<file path="src/rtl/poly_sub_coeff_engine.sv">
// Sequential coefficient-wise modular subtractor c[i] = (a[i] - b[i]) mod Q.
// Streams N coefficient pairs from two BRAMs through a fixed 3-cycle pipeline into a result BRAM.
module poly_sub_coeff_engine #(
    parameter int unsigned N  = 1024,
    parameter int unsigned AW = 10,
    parameter int unsigned Q  = 12289
) (
    input  logic          clk,
    input  logic          rst_n,
    input  logic          start,
    output logic          busy,
    output logic          done,
    output logic          rd_en,
    output logic [AW-1:0] rd_addr,
    input  logic [15:0]   dia,
    input  logic [15:0]   dib,
    output logic          wr_en,
    output logic [AW-1:0] wr_addr,
    output logic [15:0]   dout
);

    localparam int unsigned DW = 16;
    localparam int unsigned SW = 15;
    localparam logic [AW-1:0] LAST_ADDR = AW'(N - 1);
    localparam logic [SW-1:0] Q_S       = SW'(Q);

    typedef enum logic [1:0] {
        S_IDLE,
        S_RUN,
        S_DRAIN,
        S_DONE
    } state_e;

    state_e          state_q, state_d;
    logic            busy_q, busy_d;
    logic            done_q, done_d;
    logic            rd_en_q, rd_en_d;
    logic [AW-1:0]   rd_addr_q, rd_addr_d;
    logic            v1_q, v1_d;
    logic [AW-1:0]   a1_q, a1_d;
    logic            v2_q, v2_d;
    logic [AW-1:0]   a2_q, a2_d;
    logic [SW-1:0]   s1_q, s1_d;
    logic            wr_en_q, wr_en_d;
    logic [AW-1:0]   wr_addr_q, wr_addr_d;
    logic [DW-1:0]   dout_q, dout_d;

    // Control: issue reads, wait for the last write to leave stage 2, then pulse done.
    always_comb begin
        state_d   = state_q;
        busy_d    = busy_q;
        done_d    = 1'b0;
        rd_en_d   = 1'b0;
        rd_addr_d = rd_addr_q;
        case (state_q)
            S_IDLE: begin
                if (start) begin
                    state_d   = S_RUN;
                    busy_d    = 1'b1;
                    rd_en_d   = 1'b1;
                    rd_addr_d = '0;
                end
            end
            S_RUN: begin
                if (rd_addr_q == LAST_ADDR) begin
                    state_d = S_DRAIN;
                end else begin
                    rd_en_d   = 1'b1;
                    rd_addr_d = rd_addr_q + AW'(1);
                end
            end
            S_DRAIN: begin
                // DONE is entered while the final write is still being registered,
                // so IDLE coincides with the done pulse and can take a new start.
                if (v2_q && (a2_q == LAST_ADDR)) begin
                    state_d = S_DONE;
                end
            end
            S_DONE: begin
                state_d = S_IDLE;
                busy_d  = 1'b0;
                done_d  = 1'b1;
            end
            default: state_d = S_IDLE;
        endcase
    end

    // Datapath: a + Q - b never underflows and stays below 2Q, so one conditional subtract reduces it.
    always_comb begin
        v1_d      = rd_en_q;
        a1_d      = rd_addr_q;
        v2_d      = v1_q;
        a2_d      = a1_q;
        s1_d      = v1_q ? (SW'(dia) + Q_S - SW'(dib)) : s1_q;
        wr_en_d   = v2_q;
        wr_addr_d = v2_q ? a2_q : wr_addr_q;
        dout_d    = dout_q;
        if (v2_q) begin
            dout_d = (s1_q >= Q_S) ? DW'(s1_q - Q_S) : DW'(s1_q);
        end
    end

    always_ff @(posedge clk) begin
        if (!rst_n) begin
            state_q   <= S_IDLE;
            busy_q    <= 1'b0;
            done_q    <= 1'b0;
            rd_en_q   <= 1'b0;
            rd_addr_q <= '0;
            v1_q      <= 1'b0;
            a1_q      <= '0;
            v2_q      <= 1'b0;
            a2_q      <= '0;
            s1_q      <= '0;
            wr_en_q   <= 1'b0;
            wr_addr_q <= '0;
            dout_q    <= '0;
        end else begin
            state_q   <= state_d;
            busy_q    <= busy_d;
            done_q    <= done_d;
            rd_en_q   <= rd_en_d;
            rd_addr_q <= rd_addr_d;
            v1_q      <= v1_d;
            a1_q      <= a1_d;
            v2_q      <= v2_d;
            a2_q      <= a2_d;
            s1_q      <= s1_d;
            wr_en_q   <= wr_en_d;
            wr_addr_q <= wr_addr_d;
            dout_q    <= dout_d;
        end
    end

    assign busy    = busy_q;
    assign done    = done_q;
    assign rd_en   = rd_en_q;
    assign rd_addr = rd_addr_q;
    assign wr_en   = wr_en_q;
    assign wr_addr = wr_addr_q;
    assign dout    = dout_q;

endmodule

</file>
<file path="config.mk">
export PLATFORM = sky130hd
export DESIGN_NAME = poly_sub_coeff_engine
export DESIGN_NICKNAME = d
export VERILOG_FILES = /design/src/rtl/poly_sub_coeff_engine.sv
export SDC_FILE = /design/constraint.sdc
export NUM_CORES = 1
export LEC_CHECK = 0
export BUFFER_PORTS_ARGS = -buffer_cell sky130_fd_sc_hd__buf_2
export CELL_PAD_IN_SITES_DETAIL_PLACEMENT = 0
export CELL_PAD_IN_SITES_GLOBAL_PLACEMENT = 1
export CORE_ASPECT_RATIO = 0.8
export CORE_MARGIN = 5
export CORE_UTILIZATION = 38
export CTS_CLUSTER_DIAMETER = 40
export DETAILED_ROUTE_END_ITERATION = 8
export PLACE_DENSITY_LB_ADDON = 0.1
export SYNTH_ARGS = -nofsm -noshare
export SYNTH_HDL_FRONTEND = slang
export SYNTH_SLANG_ARGS = --single-unit
</file>
<file path="constraint.sdc">
create_clock -name clk -period 4.6 [get_ports clk]
set_input_delay 0.46 -clock clk [delete_from_list [all_inputs] [get_ports clk]]
set_output_delay 0.46 -clock clk [all_outputs]
set_load 0.02 [all_outputs]
</file>
==> results of run 1 <==
==> registers in the layout, summed over array words and instances, names as in the netlist <==
| signal | count |
|---|---|
| dout | 16 |
| s1_q | 15 |
| a1_q | 10 |
| a2_q | 10 |
| rd_addr | 10 |
| wr_addr | 10 |
| state_q | 2 |
| busy | 1 |
| done | 1 |
| rd_en | 1 |
| v1_q | 1 |
| v2_q | 1 |
| wr_en | 1 |
==> layer usage <==
| metal | share of wire, % | track usage, % | up-vias | routed length, um |
|---|---|---|---|---|
| met2 | 39 | 20.15 | 77 | 3660 |
| met5 | 0 | 0 | - | 0 |
| met1 | 54 | 22.61 | 1514 | 5075 |
| met3 | 6.0 | 4.350 | 10 | 562 |
| li1 | - | - | 1759 | - |
| met4 | 1.0 | 3.710 | 0 | 96 |
==> critical path, stage by stage <==
cell and delay (ns):
buf_2 0.07, inv_1 0.03, ha_1 0.26, inv_1 0.04, ha_1 0.23, fa_1 0.44, a211oi_1 0.32, nor2_1 0.13
o21ai_0 0.47, nand3b_1 0.13, a32o_1 0.26
==> synthesized netlist by cell type (2+ instances only) <==
library cell,instances,area [sq um]
a211o_1,2,17.52
a211oi_1,9,67.56
a21o_1,4,30.03
a21oi_1,29,145.1
a32o_1,2,20.02
and2_1,30,187.7
and3_1,2,12.51
buf_1,4,15.01
buf_2,2,10.01
clkbuf_1,13,48.80
dfxtp_1,79,1582
ha_1,34,425.4
inv_1,28,105.1
mux2i_1,18,180.2
nand2_1,15,56.30
nand3_1,12,60.06
nand3b_1,3,22.52
nand4_1,4,25.02
nor2_1,45,168.9
nor2b_1,3,18.77
nor3_1,4,20.02
nor3_2,2,20.02
nor3b_1,2,15.01
nor4_1,2,12.51
o2111ai_1,2,17.52
o211ai_1,4,30.03
o211ai_2,4,50.05
o21a_1,6,45.04
o21ai_0,29,145.1
o21ai_1,6,30.03
o21bai_1,2,15.01
o31ai_1,2,15.01
or2_2,2,12.51
or3_1,7,43.79
or3b_1,2,17.52
or4_1,4,30.03
xnor2_1,5,43.79
xor2_1,14,122.6
==> through the flow <==
stage / hold slack (ns) / setup slack (ns) / total power [mW] / util [%] / instances
2_1_floorplan: 0.4119 / 2.062 / 1.224 / - / 459
5_1_grt: 0.4476 / 1.780 / 2.230 / 45.75 / 674
3_3_place_gp: 0.4208 / 1.644 / 1.361 / 42.82 / 658
4_1_cts: 0.4043 / 1.992 / 2.121 / 45.75 / 674
6_report: 0.4132 / 1.991 / 2.093 / 45.75 / 674
3_5_place_dp: 0.4196 / 1.635 / 1.370 / 42.82 / 658
==> power by group through the flow <==
stage	sequential [mW]	clock [mW]	combinational [mW]
detailed placement	0.807	0	0.563
global route	0.800	0.790	0.640
global placement	0.806	0	0.555
finish	0.792	0.740	0.561
CTS	0.792	0.762	0.566
floorplan	0.816	0	0.408
==> path summary, 6_finish.rpt <==
path | end | start
min reg2reg | a2_q[3] | a1_q[3]
max | s1_q[11] | dia[1]
min | rd_en | start
max reg2reg | dout[12] | s1_q[0]
==> cell usage in the layout (no fill, tap or decap), types with 14 or more instances in the layout <==
cell type | synthesis | layout
o21ai_0 | 29 | 29
nor2_1 | 45 | 45
and2_1 | 30 | 30
buf_2 | 2 | 72
inv_1 | 28 | 28
ha_1 | 34 | 34
xor2_1 | 14 | 14
a21oi_1 | 29 | 29
mux2i_1 | 18 | 18
dfxtp_1 | 79 | 79
nand2_1 | 15 | 15
==> kinds of logic (layout without fill, tap and decap cells) <==
group / count (synthesis) / after routing / share of synthesized area [%]
simple gates: 144 / 144 / 18.95
compound gates: 114 / 114 / 18.35
flops: 79 / 79 / 38.45
buf+inv: 49 / 120 / 4.715
fa+ha+maj: 35 / 35 / 10.83
xor+xnor: 19 / 19 / 4.046
mux: 19 / 19 / 4.655
==> layout make-up <==
type / count / area (sq um)
inverters: 29 / 108.9
flip-flops and latches: 79 / 1582
well taps: 144 / 180.2
fillers: 1115 / 5816
clock buffers: 10 / 239.0
clock inverters: 6 / 75.07
multi-input cells: 331 / 2337
repair buffers: 75 / 382.9
==> flow_summary.ini, run 1 <==
[sta]
maxSlewViolCount = 0
skew_ns = 0.005132
hold_viol_final = 0
finalSetupTns_ns = 0
finalCritPeriodShare_pct = 56.72
setup_viol = 0
slew_headroom_pct = 49.24
rsz0062_at_grt = false
worst_pin_slew_ns = 0.7615
period_minus_slack_ns = 2.609
fmaxAchievable_mhz = 383.3

[drt]
ant_nets = 0
viasPerCell = 4.985
initialDrtViolationCount = 122
route.detailed.drc = 0
num_vias = 3360
drt_first_pass_iters = 4
routed_wl_um = 9395
wire_per_inst_um = 13.94

[synthesis]
yosys_warnings = 0
ys_async_sr_fraction_pct = 0
synth_top_flop_cell = dfxtp_1
synth_edf_count = 0
ys_seq_elements = 79
netlist_area_sq_um = 4113
ys_seq_area_share_pct = 38.45
syn_area_per_cell_sq_um = 8.960
synth_cell_types = 60
synth_cells = 459
syn_nets = 529

[grt]
grt-ovfl-total = 0
grtUsageTotal_pct = 14.81
antenna_found_initial = 0
grt_max_degree = 45
grt_pass1_vias = 3152
grt_pass1_wl_um = 15570

[clocking]
cts.sinks = 79
cts.htree.levels = 3
clk_pin_slew_worst_paths_ns = 0.06
cts_tree = done
cts_hold_buf = 0
cts_buffers = 9
clockBufferDepth = 2
cts_root_buf = clkbuf_16
clkLatencyLatePin_ns = 0.34
post_cts_buffers = 0
cts.repair.resized = 0

[min_path]
hold_depth = 3
min_path_type = input pin to flop

[place]
post-dp-hpwl_um = 7036
place_congestion = 0.7949
dpl-instance-area_sq_um = 4591
io_buffers = 72

[floorplan]
die-height_um = 103.1
io_pins = 75
start_util_pct = 38.36
core_sq_um = 10720
die_area_sq_um = 13020
rows = 34
dieWidth_um = 126.3

[power]
internal_power_mw = 1.409
switching_share_pct = 32.69
clkPwrFrac_pct = 35.4
pwr-share-comb_pct = 26.8
p_sw_mw = 0.6841
leakagePower_nw = 2.130
power_frac_seq_pct = 37.8
power.density_nw_per_um2 = 426.7
ir_drop_v = 0.0001837

[worst_setup_path]
critPathRequiredTime_ns = 4.83
crit_arrival_ns = 2.84
path_max_fanout = 4
worstSetupEndpointType = flop
ff2ff_setup_slack_ns = 2.17
crit_path_start_kind = input pin
r2r.worst_path.cells = 7
critPathKind = input pin to flop

[status]
status = finished clean

[layout]
syn2layout_area_growth_pct = 19.26
final_cell_area_sq_um = 4905
drive_above_1_share_pct = 20.00
nNetsFinal = 595
antenna_cells = 0

[run]
drv_cap = 0
No activity file was read; power rests on OpenSTA's default activity.
==> run 2: changes to the inputs <==
ABC_AREA = 1   (was not set)
CORE_UTILIZATION = 36   (was 38)
clock period = 2.3 ns   (was 4.6 ns; I/O delays follow)
==> run 2 against run 1 <==
Hold slack got worse by 0.21 ns. Die area increased by 15%. Final cell count grew 38%. Clock-buffer cell count down 1. Global-route usage rose by 0.49 points. Worst setup slack worse by 1.6 ns. Critical endpoint is now dout[5]. Clock power grew 100%. Largest power group unchanged. Area after synthesis up 10%. Critical path depth stayed put. Wire length up 15%. Critical path type is now flop to flop. Power rose by 120%. Register-to-register slack lost 1.8 ns.
==> flow_summary.ini, run 2 <==
[worst_setup_path]
cpLargestDelayFamily = simple AND/OR/NAND/NOR gates
critPathKind = flop to flop
ff2ff_setup_slack_ns = 0.38
path_max_fanout = 19
path_cells = inv_1, ha_1, nand2_1, inv_1, nand2_1, nand2_2, nand3_4, nand3_1, nand3_1, nand2_1, inv_1
cpPeakStageDelay_ns = 0.33
slowest_stage = dfxtp_1
crit_path_start_kind = flop
cp_num_buf_inv = 3
crit_arrival_ns = 2.16
critPathRequiredTime_ns = 2.54
r2r.worst_path.cells = 11
timing.rr.end = dout[5]
rr_startpoint = s1_q[0]
worstSetupEndpointType = flop

[synthesis]
synth_cells = 688
yosys_warnings = 0
netlist.area_leader.share_pct = 34.95
syn_nets = 758
yosysMostFrequentCell = nand2_1
synth_area_leader_cell = dfxtp_1
netlist_area_sq_um = 4526
ys_top_cells_by_area = dfxtp_1 35%, nand2_1 15%, inv_1 11%
ys_async_sr_fraction_pct = 0
synth_cell_types = 32
ys_seq_area_share_pct = 34.95
synth_top_flop_cell = dfxtp_1
ys_seq_elements = 79
syn_area_per_cell_sq_um = 6.578
synth_edf_count = 0
synthTopCellsByCount = 177 x nand2_1, 127 x inv_1, 84 x nor2_1, 79 x dfxtp_1, 53 x nand3_1

[drt]
ant_nets = 0
routed_wl_um = 10800
highest_layer = met4
viasPerCell = 4.384
initialDrtViolationCount = 241
drt_first_pass_iters = 4
wire_per_inst_um = 11.58
num_vias = 4090
met2_wirelength_um = 3981
drt-met1-wl_um = 6257
route.detailed.drc = 0
dr_wl_met3_um = 452

[place]
dp_cells = 917
place_congestion = 0.8529
dpl-instance-area_sq_um = 5052
post-dp-hpwl_um = 8295
io_buffers = 72

[layout]
syn2layout_area_growth_pct = 18.52
fill_cells = 1335
nNetsFinal = 827
final_cell_area_sq_um = 5364
final_common_cell = nand2_1
antenna_cells = 0
largest_register_ff_count = 16
final_cell_mix = 177 x nand2_1, 127 x inv_1, 84 x nor2_1, 79 x dfxtp_1, 72 x buf_2
drive_above_1_share_pct = 14.04
fin_cells = 933

[power]
switching_share_pct = 37.63
power_frac_seq_pct = 35.7
clkPwrFrac_pct = 32.8
internal_power_mw = 2.847
power.density_nw_per_um2 = 851.0
p_sw_mw = 1.718
pwr-share-comb_pct = 31.5
leakagePower_nw = 2.945
ir_drop_v = 0.0004270

[floorplan]
die-height_um = 110.3
rows = 36
io_pins = 75
dieWidth_um = 135.4
die_area_sq_um = 14930
core_sq_um = 12250
start_util_pct = 36.94

[sta]
rsz0062_at_grt = false
period_minus_slack_ns = 1.916
hold_viol_final = 0
slew_headroom_pct = 41.69
skew_ns = 0.006854
maxSlewViolCount = 0
finalCritPeriodShare_pct = 83.33
worst_pin_slew_ns = 0.8736
setup_viol = 0
finalSetupTns_ns = 0
fmaxAchievable_mhz = 521.8

[clocking]
clk_pin_slew_worst_paths_ns = 0.07
cts.htree.levels = 3
clockBufferDepth = 2
clkLatencyLatePin_ns = 0.34
post_cts_buffers = 0
cts.repair.resized = 0
cts_hold_buf = 0
cts_buffers = 9
cts_tree = done
cts_root_buf = clkbuf_16
cts.sinks = 79

[min_path]
min_path_type = input pin to flop
min-delay-start = start
whs_endpoint = rd_en
hold_depth = 3

[grt]
grt_pass1_wl_um = 18250
grt_max_degree = 45
grt-ovfl-total = 0
antenna_found_initial = 0
grt_pass1_vias = 3735
grtUsageTotal_pct = 15.31

[run]
drv_cap = 0

[status]
status = finished clean
-- run 2: changes by cell type after synthesis, sizes merged, moves of 18 or more --
cell	change
nor2	+42
nand3	+42
nand2	+167
mux2i	-18
and2	-29
inv	+99
-- run 2: layout make-up --
| type | count | area, sq um | share of cell area (%) |
|---|---|---|---|
| Tap cell | 171 | 214.0 | 3.989 |
| Clock inverter | 7 | 86.33 | 1.610 |
| Multi-Input combinational cell | 464 | 2390 | 44.55 |
| Inverter | 127 | 476.7 | 8.887 |
| Sequential cell | 79 | 1582 | 29.48 |
| Clock buffer | 9 | 225.2 | 4.199 |
| Timing Repair Buffer | 76 | 390.4 | 7.278 |
-- run 2: cell families (layout without fill, tap and decap cells) --
kind of cell | count (synthesis) | after routing | synth area share [%]
AOI/OAI and AO/OA | 71 | 71 | 8.516
xor gates and xnor gates | 10 | 10 | 1.935
adders and majority gates | 35 | 35 | 9.842
buffers and inverters | 145 | 219 | 12.25
DFF | 79 | 79 | 34.95
and+or+nand+nor | 348 | 348 | 32.51
-- run 2: stage by stage --
step	utilization, %	setup slack [ns]	power, mW	hold WS [ns]
floorplan	-	0.4306	2.723	0.3790
global placement	41.24	0.2057	3.086	0.3977
detailed placement	41.24	0.1880	3.106	0.3996
CTS	43.78	0.3848	4.628	0.1863
global route	43.78	0.1514	4.923	0.2040
finish	43.78	0.3835	4.565	0.2019
-- run 2: per-layer routing --
metal  GRT usage [%]  up-vias
li1                -     2279
met1           23.83     1731
met2           20.95       70
met3           3.403       10
met4           3.885        0
met5               0        -
-- run 2: worst max-delay path by stage --
stage | from | end | cells after the start
final | s1_q[0] | dout[5] | 11
after global routing | s1_q[0] | dout[15] | 11
after CTS | s1_q[0] | dout[5] | 11
after detailed placement | dia[1] | s1_q[7] | 13
after global placement | dia[1] | s1_q[7] | 13
after floorplan | dia[1] | s1_q[7] | 12
-- run 2: power groups by stage --
stage	Combinational, mW	Clock [mW]	Sequential (mW)
detailed placement	1.44	0	1.66
global placement	1.43	0	1.66
CTS	1.45	1.54	1.63
finish	1.44	1.50	1.63
floorplan	1.02	0	1.70
global route	1.66	1.60	1.65
-- run 2: worst min-delay path: stages --
cell	delay, ns
buf_2	0.13
nand2_1	0.07
a21oi_1	0.06
